==> src/rtl/instr_fetch.sv <==
// Purpose: program counter plus instruction fetch into a 2-entry queue feeding the decoder.
// Latency: fetch issued at t with rom_rvalid at t+L shows instr_valid at t+L+1; one request in flight.
// Backpressure: instr_ready low holds the head; issue stops when the queue would stay full.
//
// Ports:
//   clk, rst          - rising-edge clock, synchronous active-high reset
//   rom_req/rom_addr  - one-cycle read request to the instruction ROM (always accepted)
//   rom_rvalid/rdata  - read return, 1 or more cycles after rom_req
//   instr_valid/instr/cmd/instr_pc/instr_ready - head instruction handshake to the decoder
//   pc_ctrl/jump_addr - redirect request, honoured only together with a pop
//   halt              - blocks new fetches; in-flight returns and queued words still flow
module instr_fetch #(
  parameter int ADDR_W = 8,
  parameter int INSTR_W = 16,
  parameter logic [ADDR_W-1:0] RESET_PC = '0
) (
  input  logic               clk,
  input  logic               rst,
  output logic               rom_req,
  output logic [ADDR_W-1:0]  rom_addr,
  input  logic               rom_rvalid,
  input  logic [INSTR_W-1:0] rom_rdata,
  output logic               instr_valid,
  output logic [INSTR_W-1:0] instr,
  output logic [5:0]         cmd,
  output logic [ADDR_W-1:0]  instr_pc,
  input  logic               instr_ready,
  input  logic               pc_ctrl,
  input  logic [ADDR_W-1:0]  jump_addr,
  input  logic               halt
);

  logic [ADDR_W-1:0]  pc;
  logic [ADDR_W-1:0]  req_addr;
  logic               outstanding;
  logic               drop;
  logic [1:0]         occ;
  logic [INSTR_W-1:0] q_word [2];
  logic [ADDR_W-1:0]  q_addr [2];

  logic       pop;
  logic       redirect;
  logic       issue;
  logic       ret;
  logic       push;
  logic [1:0] occ_after_pop;

  always_comb begin
    instr_valid   = (occ != 2'd0);
    pop           = instr_valid && instr_ready;
    redirect      = pop && pc_ctrl;
    occ_after_pop = occ - {1'b0, pop};
    issue         = !rst && !halt && !outstanding && !drop &&
                    (occ_after_pop < 2'd2) && !redirect;
    // A return counts while a request is tracked, either live or marked for discard.
    ret           = rom_rvalid && (outstanding || drop);
    // A return landing in a redirect cycle belongs to the abandoned path.
    push          = ret && !drop && !redirect;
  end

  assign rom_req  = issue;
  assign rom_addr = issue ? pc : '0;
  assign instr    = instr_valid ? q_word[0] : '0;
  assign cmd      = instr[INSTR_W-1 -: 6];
  assign instr_pc = instr_valid ? q_addr[0] : '0;

  always_ff @(posedge clk) begin
    if (rst) begin
      pc          <= RESET_PC;
      req_addr    <= '0;
      occ         <= 2'd0;
      outstanding <= 1'b0;
      // A request still in flight across reset must not land as a fresh word.
      drop        <= (outstanding || drop) && !rom_rvalid;
    end else begin
      if (redirect) begin
        pc <= jump_addr;
      end else if (issue) begin
        pc <= pc + ADDR_W'(1);
      end

      if (issue) begin
        outstanding <= 1'b1;
        req_addr    <= pc;
      end else if (ret) begin
        outstanding <= 1'b0;
      end

      if (ret) begin
        drop <= 1'b0;
      end else if (redirect && outstanding) begin
        drop <= 1'b1;
      end

      if (redirect) begin
        occ <= 2'd0;
      end else begin
        case ({push, pop})
          2'b10:   occ <= occ + 2'd1;
          2'b01:   occ <= occ - 2'd1;
          default: occ <= occ;
        endcase
      end
    end
  end

  // Queue storage needs no reset: occ alone decides what is visible.
  always_ff @(posedge clk) begin
    if (!rst && !redirect) begin
      if (pop) begin
        q_word[0] <= q_word[1];
        q_addr[0] <= q_addr[1];
      end
      // Slot chosen after the pop so push+pop lands the new word behind the survivor.
      if (push) begin
        q_word[occ_after_pop[0]] <= rom_rdata;
        q_addr[occ_after_pop[0]] <= req_addr;
      end
    end
  end

endmodule
==> config.mk <==
export PLATFORM = sky130hd
export DESIGN_NAME = instr_fetch
export DESIGN_NICKNAME = d
export VERILOG_FILES = /design/src/rtl/instr_fetch.sv
export SDC_FILE = /design/constraint.sdc
export NUM_CORES = 1
export LEC_CHECK = 0
export ABC_CLOCK_PERIOD_IN_PS = 9590
export CAP_MARGIN = 10
export CORE_ASPECT_RATIO = 1.4
export CORE_UTILIZATION = 53
export DETAILED_ROUTE_END_ITERATION = 10
export GPL_TIMING_DRIVEN = 0
export PLACE_DENSITY_LB_ADDON = 0.08
export SLEW_MARGIN = 10
export SYNTH_ARGS = -nofsm -noshare
export SYNTH_HDL_FRONTEND = slang
export SYNTH_SLANG_ARGS = --single-unit
==> constraint.sdc <==
create_clock -name clk -period 9.59 [get_ports clk]
set_input_delay 1.4385 -clock clk [delete_from_list [all_inputs] [get_ports clk]]
set_output_delay 1.4385 -clock clk [all_outputs]
set_load 0.005 [all_outputs]
==> results of run 1 <==
==> Yosys cell counts (2+ instances only) <==
cell type,number,area [µm²]
a211oi_1,6,45.0
mux2_2,25,282
buf_2,2,10.0
and4_1,2,17.5
dfxtp_1,19,380
a21oi_1,10,50.1
edfxtp_1,49,1470
ha_1,3,37.5
nor2_1,13,48.8
xor2_1,5,43.8
nor3_1,4,20.0
nand4_1,3,18.8
nand3_1,4,20.0
buf_4,6,45.0
xnor2_1,7,61.3
nand2_1,19,71.3
clkbuf_1,8,30.0
inv_1,9,33.8
and2_1,25,156
==> final timing paths <==
| check | from | end | slack, ns |
|---|---|---|---|
| max | instr_ready | rom_addr[2] | 4.19 |
| min | req_addr[2] | q_addr[1][2] | 0.46 |
| max reg2reg | occ[1] | q_word[0][0] | 6.56 |
| min reg2reg | req_addr[2] | q_addr[1][2] | 0.46 |
==> state kept, by name, summed over array words and instances, names as in the netlist <==
register	count
drop	1
occ	2
outstanding	1
pc	8
q_addr	16
q_word	32
req_addr	8
==> power by group <==
part | total [mW] | internal, mW | switching [mW]
logic | 0.0426 | 0.0251 | 0.0175
clock network | 0.277 | 0.172 | 0.105
registers | 0.318 | 0.316 | 0.00255
total | 0.638 | 0.513 | 0.125
==> critical path: cells and delay by family <==
family,cells,cell delay (ns)
buffers and inverters,4,1.27
AND/OR/NAND/NOR,3,0.62
XOR/XNOR,1,0.38
adder cells (fa/ha/maj),1,0.25
==> cell usage in the layout (no fill, tap or decap), types with 2 or more instances in the layout <==
cell | synthesis | routed
clkdlybuf4s50_1 | 0 | 68
edfxtp_1 | 49 | 49
and2_1 | 25 | 25
mux2_2 | 25 | 25
nand2_1 | 19 | 19
dfxtp_1 | 19 | 19
nor2_1 | 13 | 12
clkbuf_1 | 8 | 10
a21oi_1 | 10 | 10
inv_1 | 9 | 9
clkbuf_8 | 0 | 9
buf_4 | 6 | 8
xnor2_1 | 7 | 7
a211oi_1 | 6 | 6
xor2_1 | 5 | 5
nor3_1 | 4 | 4
nand3_1 | 4 | 4
buf_2 | 2 | 3
nand4_1 | 3 | 3
ha_1 | 3 | 3
bufinv_16 | 0 | 3
and4_1 | 2 | 2
clkinv_2 | 0 | 2
==> per-layer routing <==
layer,vias up,GRT usage,share of wire
met5,-,0,0
met4,0,0.0996,0.014
met3,9,0.0327,0.041
met2,59,0.389,0.54
met1,947,0.245,0.41
li1,1006,-,-
==> final cells by class <==
class / count / area [µm²]
buffer: 17 / 96.3
clock buffer: 11 / 131
clock inverter: 5 / 100
fill: 374 / 1440
inverter: 10 / 37.5
multi-input combinational: 142 / 1030
sequential: 68 / 1850
tap: 68 / 85.1
timing repair buffer: 72 / 716
==> stage by stage <==
stage               hold WS, ns  cell area (µm²)  instances  power (mW)   util
detailed placement        0.444             3820        377       0.367  0.696
finish                    0.464             4050        393       0.638  0.738
global route              0.484             4050        393       0.659  0.738
CTS                       0.463             4050        393       0.642  0.738
global placement          0.438             3770        373       0.366  0.688
floorplan                 0.424             3010        237       0.342      -
==> logic make-up after synthesis <==
kind of cell | count (synthesis)
simple gates | 79
mux | 26
flops | 68
buf+inv | 27
fa+ha+maj | 3
compound gates | 22
xor+xnor | 12
==> results.py, run 1 <==
metrics = {
    "layout": {
        "antenna_cells": 0,
        "layout-drive-gt1-share": 0.185,
        "layout.nets": 353,
        "syn_to_final_growth_pct": 34.6,
    },
    "yosys": {
        "synth-seq-cells": 68,
        "ys.flop_type": "edfxtp_1",
        "synthCells": 237,
        "synth-simple-area-share": 0.147,
        "yosysSeqAreaShare": 0.616,
        "syn_avg_cell_area_um2": 12.7,
        "ys_async_sr_fraction": 0,
        "yosys_warnings": 0,
        "synth_compound_area_frac": 0.0487,
        "synth_xor_area_frac": 0.0349,
        "synth-edff-count": 49,
        "synth_cell_types": 37,
        "muxShareOfSynthArea": 0.0969,
        "synth_top_family_by_area": "simple AND/OR/NAND/NOR gates",
        "synth_adder_area_share": 0.0125,
        "synth_area_um2": 3010,
        "synth_nets": 270,
    },
    "place": {
        "dp_slack_ns": 4.23,
        "gp_congestion": 0.762,
        "io_buffers": 68,
        "post-dp-hpwl_um": 4140,
    },
    "floorplanning": {
        "die_area_um2": 5980,
        "die_h_um": 91.1,
        "initial_core_util": 0.548,
        "io_pins": 70,
        "core_um2": 5490,
        "die_w_um": 65.7,
        "std_cell_rows": 32,
    },
    "clock_tree": {
        "htreeDepth": 3,
        "numCtsBuffers": 9,
        "cts-root-buf": "clkbuf_8",
        "clk_latency_ns": 0.34,
        "holdBufCountCts": 0,
        "clkTransAtPathRegs_ns": 0.07,
        "ctsResizeCount": 0,
        "clockBufferDepth": 2,
        "clock_sinks": 68,
        "postCtsSetupBuffers": 0,
        "cts_tree": "yes",
    },
    "routing": {
        "ant_nets": 0,
        "drc_errors": 0,
        "vias": 2021,
        "wirelength_um": 5830,
        "drt-initial-drc-count": 85,
        "wire_per_inst_um": 14.8,
        "viasPerCell": 5.14,
        "firstDrtPassIters": 4,
    },
    "timing": {
        "setup_viol": 0,
        "max_freq_mhz": 185,
        "finalClockSkew_ns": 0.00671,
        "rsz0062_at_grt": "no",
        "worstMarginPinSlew_ns": 0.868,
        "finalSetupTns_ns": 0,
        "relSlewSlack": 0.416,
        "fin_ws_ns": 4.19,
        "hold_viol": 0,
        "post-route-period-util": 0.563,
        "period_needed_ns": 5.40,
        "drv_slew": 0,
    },
    "worst_setup_path": {
        "cp_max_fo": 10,
        "crit_required_ns": 8.15,
        "arrival_ns": 3.97,
        "path_cells": "clkdlybuf4s50_1 -> and2_1 -> ha_1 -> xnor2_1 -> nand3_2 -> clkinv_1 -> nand2_1 -> inv_1 -> clkdlybuf4s50_1",
        "startpoint_type": "input port",
        "worstSetupPathType": "in2out",
        "crit_top_cell": "clkdlybuf4s50_1",
        "reg2regPathDepth": 9,
        "max_stage_delay_ns": 0.49,
        "end_kind": "output port",
        "cp_slowest_cell": "clkdlybuf4s50_1",
    },
    "global_route": {
        "grt_pass1_wl_um": 9610,
        "grt.total_usage": 0.217,
        "antenna_found_initial": 0,
        "grt_pass1_vias": 2007,
        "grt_max_degree": 14,
        "grt-ovfl-total": 0,
    },
    "power_and_ir_drop": {
        "vdd_drop_max_v": 0.0000930,
        "powerDensity_nw_per_um2": 158,
        "p_leak_nw": 1.48,
    },
    "min_path": {
        "hold-path-cell-count": 0,
        "hold_class": "reg2reg",
    },
    "job": {
        "drv_cap": 0,
    },
    "run_status": {
        "status": "finished clean",
    },
}
No activity file was read; power rests on OpenSTA's default activity.
==> run 2: changes to the inputs <==
--- a/config.mk
+++ b/config.mk
@@ -5,10 +5,10 @@
 export SDC_FILE = /design/constraint.sdc
 export NUM_CORES = 1
 export LEC_CHECK = 0
-export ABC_CLOCK_PERIOD_IN_PS = 9590
+export ABC_CLOCK_PERIOD_IN_PS = 4950
 export CAP_MARGIN = 10
 export CORE_ASPECT_RATIO = 1.4
-export CORE_UTILIZATION = 53
+export CORE_UTILIZATION = 45
 export DETAILED_ROUTE_END_ITERATION = 10
 export GPL_TIMING_DRIVEN = 0
 export PLACE_DENSITY_LB_ADDON = 0.08
==> constraint.sdc (replaced) <==
create_clock -name clk -period 4.95 [get_ports clk]
set_input_delay 0.7425 -clock clk [delete_from_list [all_inputs] [get_ports clk]]
set_output_delay 0.7425 -clock clk [all_outputs]
set_load 0.005 [all_outputs]
==> results.py, run 2 (synthesized netlist as in run 1, its figures left out) <==
metrics = {
    "global_route": {
        "grt-ovfl-total": 0,
        "antenna_found_initial": 0,
        "grt_pass1_vias": 1986,
        "grt_pass1_wl_um": 9420,
        "grt_max_degree": 17,
        "grt.total_usage": 0.177,
    },
    "place": {
        "post-dp-hpwl_um": 4090,
        "io_buffers": 68,
        "gp_congestion": 0.798,
        "post_dp_cell_area_um2": 3820,
        "dp_slack_ns": 0.980,
    },
    "layout": {
        "top_register": "q_word",
        "mostFrequentLayoutCells": "clkdlybuf4s50_1 (68), edfxtp_1 (49), and2_1 (25), mux2_2 (25)",
        "layout-drive-gt1-share": 0.182,
        "reg_top3": "q_word (32), q_addr (16)",
        "layout.nets": 353,
        "final_area_um2": 4010,
        "syn_to_final_growth_pct": 33.2,
        "final_common_cell": "clkdlybuf4s50_1",
        "largest_reg_flops": 32,
        "antenna_cells": 0,
    },
    "clock_tree": {
        "clock_sinks": 68,
        "clockBufferDepth": 2,
        "numCtsBuffers": 9,
        "htreeDepth": 3,
        "holdBufCountCts": 0,
        "postCtsSetupBuffers": 0,
        "clk_latency_ns": 0.33,
        "clkTransAtPathRegs_ns": 0.07,
        "ctsResizeCount": 0,
        "cts-root-buf": "clkbuf_8",
        "cts_tree": "yes",
    },
    "floorplanning": {
        "initial_core_util": 0.475,
        "io_pins": 70,
        "std_cell_rows": 34,
        "core_um2": 6340,
        "die_h_um": 98.7,
        "die_area_um2": 7020,
        "die_w_um": 71.1,
    },
    "timing": {
        "period_needed_ns": 4.18,
        "max_freq_mhz": 239,
        "rsz0062_at_grt": "no",
        "relSlewSlack": 0.384,
        "post-route-period-util": 0.844,
        "setup_viol": 0,
        "worstMarginPinSlew_ns": 0.921,
        "drv_slew": 0,
        "fin_ws_ns": 0.774,
        "hold_slack_ns": 0.451,
        "finalClockSkew_ns": 0.00661,
        "hold_viol": 0,
    },
    "job": {
        "drv_cap": 0,
    },
    "power_and_ir_drop": {
        "powerDensity_nw_per_um2": 282,
        "vdd_drop_max_v": 0.000148,
        "p_leak_nw": 1.46,
    },
    "worst_setup_path": {
        "crit_top_cell": "clkbuf_1",
        "max_stage_delay_ns": 0.49,
        "startpoint": "occ[1]",
        "worstSetupEndpoint": "rom_addr[2]",
        "reg2reg_setup_slack_ns": 1.76,
        "crit_required_ns": 4.21,
        "cp_max_fo": 10,
        "path_cells": "clkbuf_1 -> or2_2 -> clkbuf_1 -> and2_1 -> ha_1 -> xnor2_1 -> nand3_2 -> clkinv_1 -> nand2_1 -> inv_1 -> clkdlybuf4s50_1",
        "reg2regPathDepth": 8,
        "cp_slowest_cell": "clkdlybuf4s50_1",
        "worstSetupPathType": "reg2out",
        "end_kind": "output port",
        "r2r_end": "q_word[1][10]",
        "path_depth": 11,
        "startpoint_type": "flip-flop",
        "cp_top_family": "buffers and inverters",
        "arrival_ns": 3.43,
        "r2r_start": "occ[1]",
        "cp_num_buf_inv": 5,
    },
    "run_status": {
        "status": "finished, violations left",
        "violations": "DRC",
    },
    "routing": {
        "viasPerCell": 5.11,
        "firstDrtPassIters": 9,
        "wirelength_um": 5680,
        "drt-initial-drc-count": 121,
        "ant_nets": 0,
        "wire_per_inst_um": 14.3,
        "drc_errors": 9,
        "vias": 2030,
    },
    "min_path": {
        "hold_class": "reg2reg",
    },
}
[run 2: cell count changes in the layout (fill, tap and decap cells not counted), sizes merged]
cell,previous run,this run
bufinv,3,1
clkinv,3,5
clkbuf,19,18
clkinvlp,0,1
[run 2: report_power, final]
group          internal [mW]  total [mW]  switching (mW)
registers              0.611       0.616         0.00490
logic                 0.0485      0.0817          0.0332
clock network          0.228       0.430           0.202
total                  0.888        1.13           0.240
[run 2: worst min path at each step]
stage	end	from	cells after the start	slack [ns]
2_1_floorplan	q_addr[1][0]	req_addr[0]	0	0.42
3_3_place_gp	q_addr[1][2]	req_addr[2]	0	0.44
3_5_place_dp	q_addr[1][7]	req_addr[7]	0	0.44
4_1_cts	q_addr[1][7]	req_addr[7]	0	0.45
5_1_grt	q_addr[1][3]	req_addr[3]	0	0.49
6_report	q_addr[1][7]	req_addr[7]	0	0.45
[run 2: layout make-up]
| class | count | area [µm²] |
|---|---|---|
| Clock inverter | 6 | 55.1 |
| Timing Repair Buffer | 72 | 716 |
| Multi-Input combinational cell | 142 | 1030 |
| Buffer | 17 | 96.3 |
| Tap cell | 72 | 90.1 |
| Inverter | 10 | 37.5 |
| Clock buffer | 10 | 128 |
| Sequential cell | 68 | 1850 |
| Fill cell | 535 | 2330 |
[run 2: per-layer routing]
layer,up-vias,track usage,routed length [µm]
met5,-,0,0
met2,66,0.305,2880
met3,11,0.0286,257
li1,1006,-,-
met4,0,0.109,145
met1,947,0.204,2390
[run 2: metrics by stage]
| step | power [mW] | util | setup TNS [ns] | std cells |
|---|---|---|---|---|
| floorplan | 0.662 | - | 0 | 237 |
| global placement | 0.710 | 0.596 | -31.11 | 377 |
| detailed placement | 0.711 | 0.603 | 0 | 381 |
| CTS | 1.14 | 0.632 | 0 | 397 |
| global route | 1.17 | 0.632 | 0 | 397 |
| finish | 1.13 | 0.632 | 0 | 397 |
==> run 3: changes to the inputs <==
--- a/config.mk
+++ b/config.mk
@@ -5,10 +5,10 @@
 export SDC_FILE = /design/constraint.sdc
 export NUM_CORES = 1
 export LEC_CHECK = 0
-export ABC_CLOCK_PERIOD_IN_PS = 4950
+export ABC_CLOCK_PERIOD_IN_PS = 4120
 export CAP_MARGIN = 10
 export CORE_ASPECT_RATIO = 1.4
-export CORE_UTILIZATION = 45
+export CORE_UTILIZATION = 50
 export DETAILED_ROUTE_END_ITERATION = 10
 export GPL_TIMING_DRIVEN = 0
 export PLACE_DENSITY_LB_ADDON = 0.08
==> constraint.sdc (replaced) <==
create_clock -name clk -period 4.12 [get_ports clk]
set_input_delay 0.618 -clock clk [delete_from_list [all_inputs] [get_ports clk]]
set_output_delay 0.618 -clock clk [all_outputs]
set_load 0.005 [all_outputs]
==> results.py, run 3 (synthesized netlist as in run 1, its figures left out) <==
metrics = {
    "worst_setup_path": {
        "startpoint_type": "flip-flop",
        "r2r_start": "occ[1]",
        "worstSetupPathType": "reg2out",
        "path_cells": "or2_2 -> clkbuf_1 -> and2_1 -> ha_1 -> xnor2_4 -> nand3_4 -> clkinvlp_4 -> clkbuf_2 -> nand2_1 -> inv_1 -> clkdlybuf4s50_1",
        "reg2regPathDepth": 8,
        "arrival_ns": 3.29,
        "r2r_end": "q_word[0][1]",
        "cp_slowest_cell": "dfxtp_1",
        "crit_required_ns": 3.50,
        "max_stage_delay_ns": 0.55,
        "reg2reg_setup_slack_ns": 1.20,
        "end_kind": "output port",
        "cp_max_fo": 10,
    },
    "floorplanning": {
        "die_w_um": 67.6,
        "core_um2": 5820,
        "std_cell_rows": 33,
        "die_h_um": 93.8,
        "die_area_um2": 6330,
        "initial_core_util": 0.517,
        "io_pins": 70,
    },
    "routing": {
        "firstDrtPassIters": 5,
        "routed.top_layer": "met4",
        "wire_per_inst_um": 14.5,
        "wirelength_um": 5710,
        "wl_met3_um": 269,
        "wl_met1_um": 2300,
        "drc_errors": 0,
        "ant_nets": 0,
        "dr_wl_met2_um": 3020,
        "viasPerCell": 5.16,
        "vias": 2032,
        "drt-initial-drc-count": 64,
    },
    "min_path": {
        "worstHoldStart": "req_addr[3]",
        "hold-path-cell-count": 0,
        "hold_class": "reg2reg",
        "whs_endpoint": "q_addr[1][3]",
    },
    "job": {
        "drv_cap": 0,
    },
    "clock_tree": {
        "clockBufferDepth": 2,
        "clkTransAtPathRegs_ns": 0.08,
        "numCtsBuffers": 9,
        "clock_sinks": 68,
        "htreeDepth": 3,
        "cts_tree": "yes",
        "cts-root-buf": "clkbuf_8",
        "holdBufCountCts": 0,
        "clk_latency_ns": 0.34,
    },
    "layout": {
        "final_area_um2": 4080,
        "layout-drive-gt1-share": 0.194,
        "antenna_cells": 0,
        "mostFrequentLayoutCells": "clkdlybuf4s50_1 (68), edfxtp_1 (49), and2_1 (25), mux2_2 (25)",
        "top_register": "q_word",
        "register_area_um2": 1850,
        "multi_input_area_um2": 1070,
        "final_common_cell": "clkdlybuf4s50_1",
        "largest_reg_flops": 32,
        "syn_to_final_growth_pct": 35.5,
        "stdcell_count": 394,
        "fillers": 448,
        "reg_top3": "q_word (32), q_addr (16)",
        "final_util": 0.700,
        "layout.nets": 352,
    },
    "global_route": {
        "antenna_found_initial": 0,
        "grt_pass1_vias": 1956,
        "grt.total_usage": 0.198,
        "grt_max_degree": 16,
        "grt-ovfl-total": 0,
        "grt_pass1_wl_um": 9200,
    },
    "run_status": {
        "status": "finished clean",
    },
    "timing": {
        "post-route-period-util": 0.948,
        "hold_slack_ns": 0.457,
        "max_freq_mhz": 256,
        "worstMarginPinSlew_ns": 1.05,
        "relSlewSlack": 0.293,
        "period_needed_ns": 3.90,
        "setup_viol": 0,
        "drv_slew": 0,
        "hold_viol": 0,
        "fin_ws_ns": 0.216,
        "finalClockSkew_ns": 0.0101,
        "finalSetupTns_ns": 0,
        "rsz0062_at_grt": "no",
    },
    "place": {
        "post-dp-hpwl_um": 4050,
        "post_dp_cell_area_um2": 3820,
        "gp_congestion": 0.846,
        "dp_slack_ns": 0.382,
        "dpl.cell_count": 377,
        "io_buffers": 68,
    },
    "power_and_ir_drop": {
        "p_leak_nw": 1.47,
        "p_clk_frac": 0.413,
        "p_int_mw": 1.14,
        "p_comb_frac": 0.071,
        "vdd_drop_max_v": 0.000210,
        "p_sw_frac": 0.209,
        "p_total_mw": 1.44,
        "powerDensity_nw_per_um2": 352,
        "switching_power_mw": 0.300,
        "seqPwrFrac": 0.516,
    },
}
==> run 3: cell types whose count changed in the layout (fill, tap and decap cells not counted), sizes merged <==
cell / change
clkinvlp: +2
bufinv: +1
buf: -1
clkinv: -3
==> run 3: critical path: cells and delay by family (launching register included) <==
family	cells	cell delay, ns
buffers and inverters	5	1.23
AND/OR/NAND/NOR	4	0.69
flip-flops	1	0.55
adder cells (fa/ha/maj)	1	0.31
XOR/XNOR	1	0.18
==> run 3: final cells by class <==
| class | count | share of cell area |
|---|---|---|
| Tap cell | 70 | 0.0215 |
| Sequential cell | 68 | 0.454 |
| Clock buffer | 10 | 0.0313 |
| Inverter | 10 | 0.0101 |
| Clock inverter | 6 | 0.0218 |
| Buffer | 16 | 0.0227 |
| Timing Repair Buffer | 72 | 0.177 |
| Multi-Input combinational cell | 142 | 0.262 |
==> run 3: timing repair <==
action,in CTS,in global routing
setup endpoints to repair,0,8
setup buffers,0,2
gates resized for setup,0,4
==> run 3: how the worst max path moves through the flow <==
| stage | startpoint | to | slack, ns | cells past startpoint |
|---|---|---|---|---|
| floorplan | occ[1] | q_addr[1][0] | 0.86 | 6 |
| global placement | instr_ready | q_word[1][13] | -0.05 | 4 |
| detailed placement | instr_ready | rom_addr[1] | 0.38 | 9 |
| CTS | occ[1] | rom_addr[3] | 0.03 | 11 |
| global route | occ[1] | rom_addr[0] | 0.004 | 11 |
| finish | occ[1] | rom_addr[0] | 0.22 | 11 |
==> run 3: routing by layer <==
metal / vias to the layer above / global-route usage
li1: 1006 / -
met1: 960 / 0.225
met2: 57 / 0.339
met3: 9 / 0.0425
met4: 0 / 0.0993
met5: - / 0
==> run 3: power by group through the flow <==
stage	registers (mW)	clock network (mW)	logic, mW
floorplan	0.754	0	0.0413
global placement	0.755	0	0.0968
detailed placement	0.756	0	0.0993
CTS	0.740	0.605	0.100
global route	0.741	0.632	0.111
finish	0.740	0.594	0.102
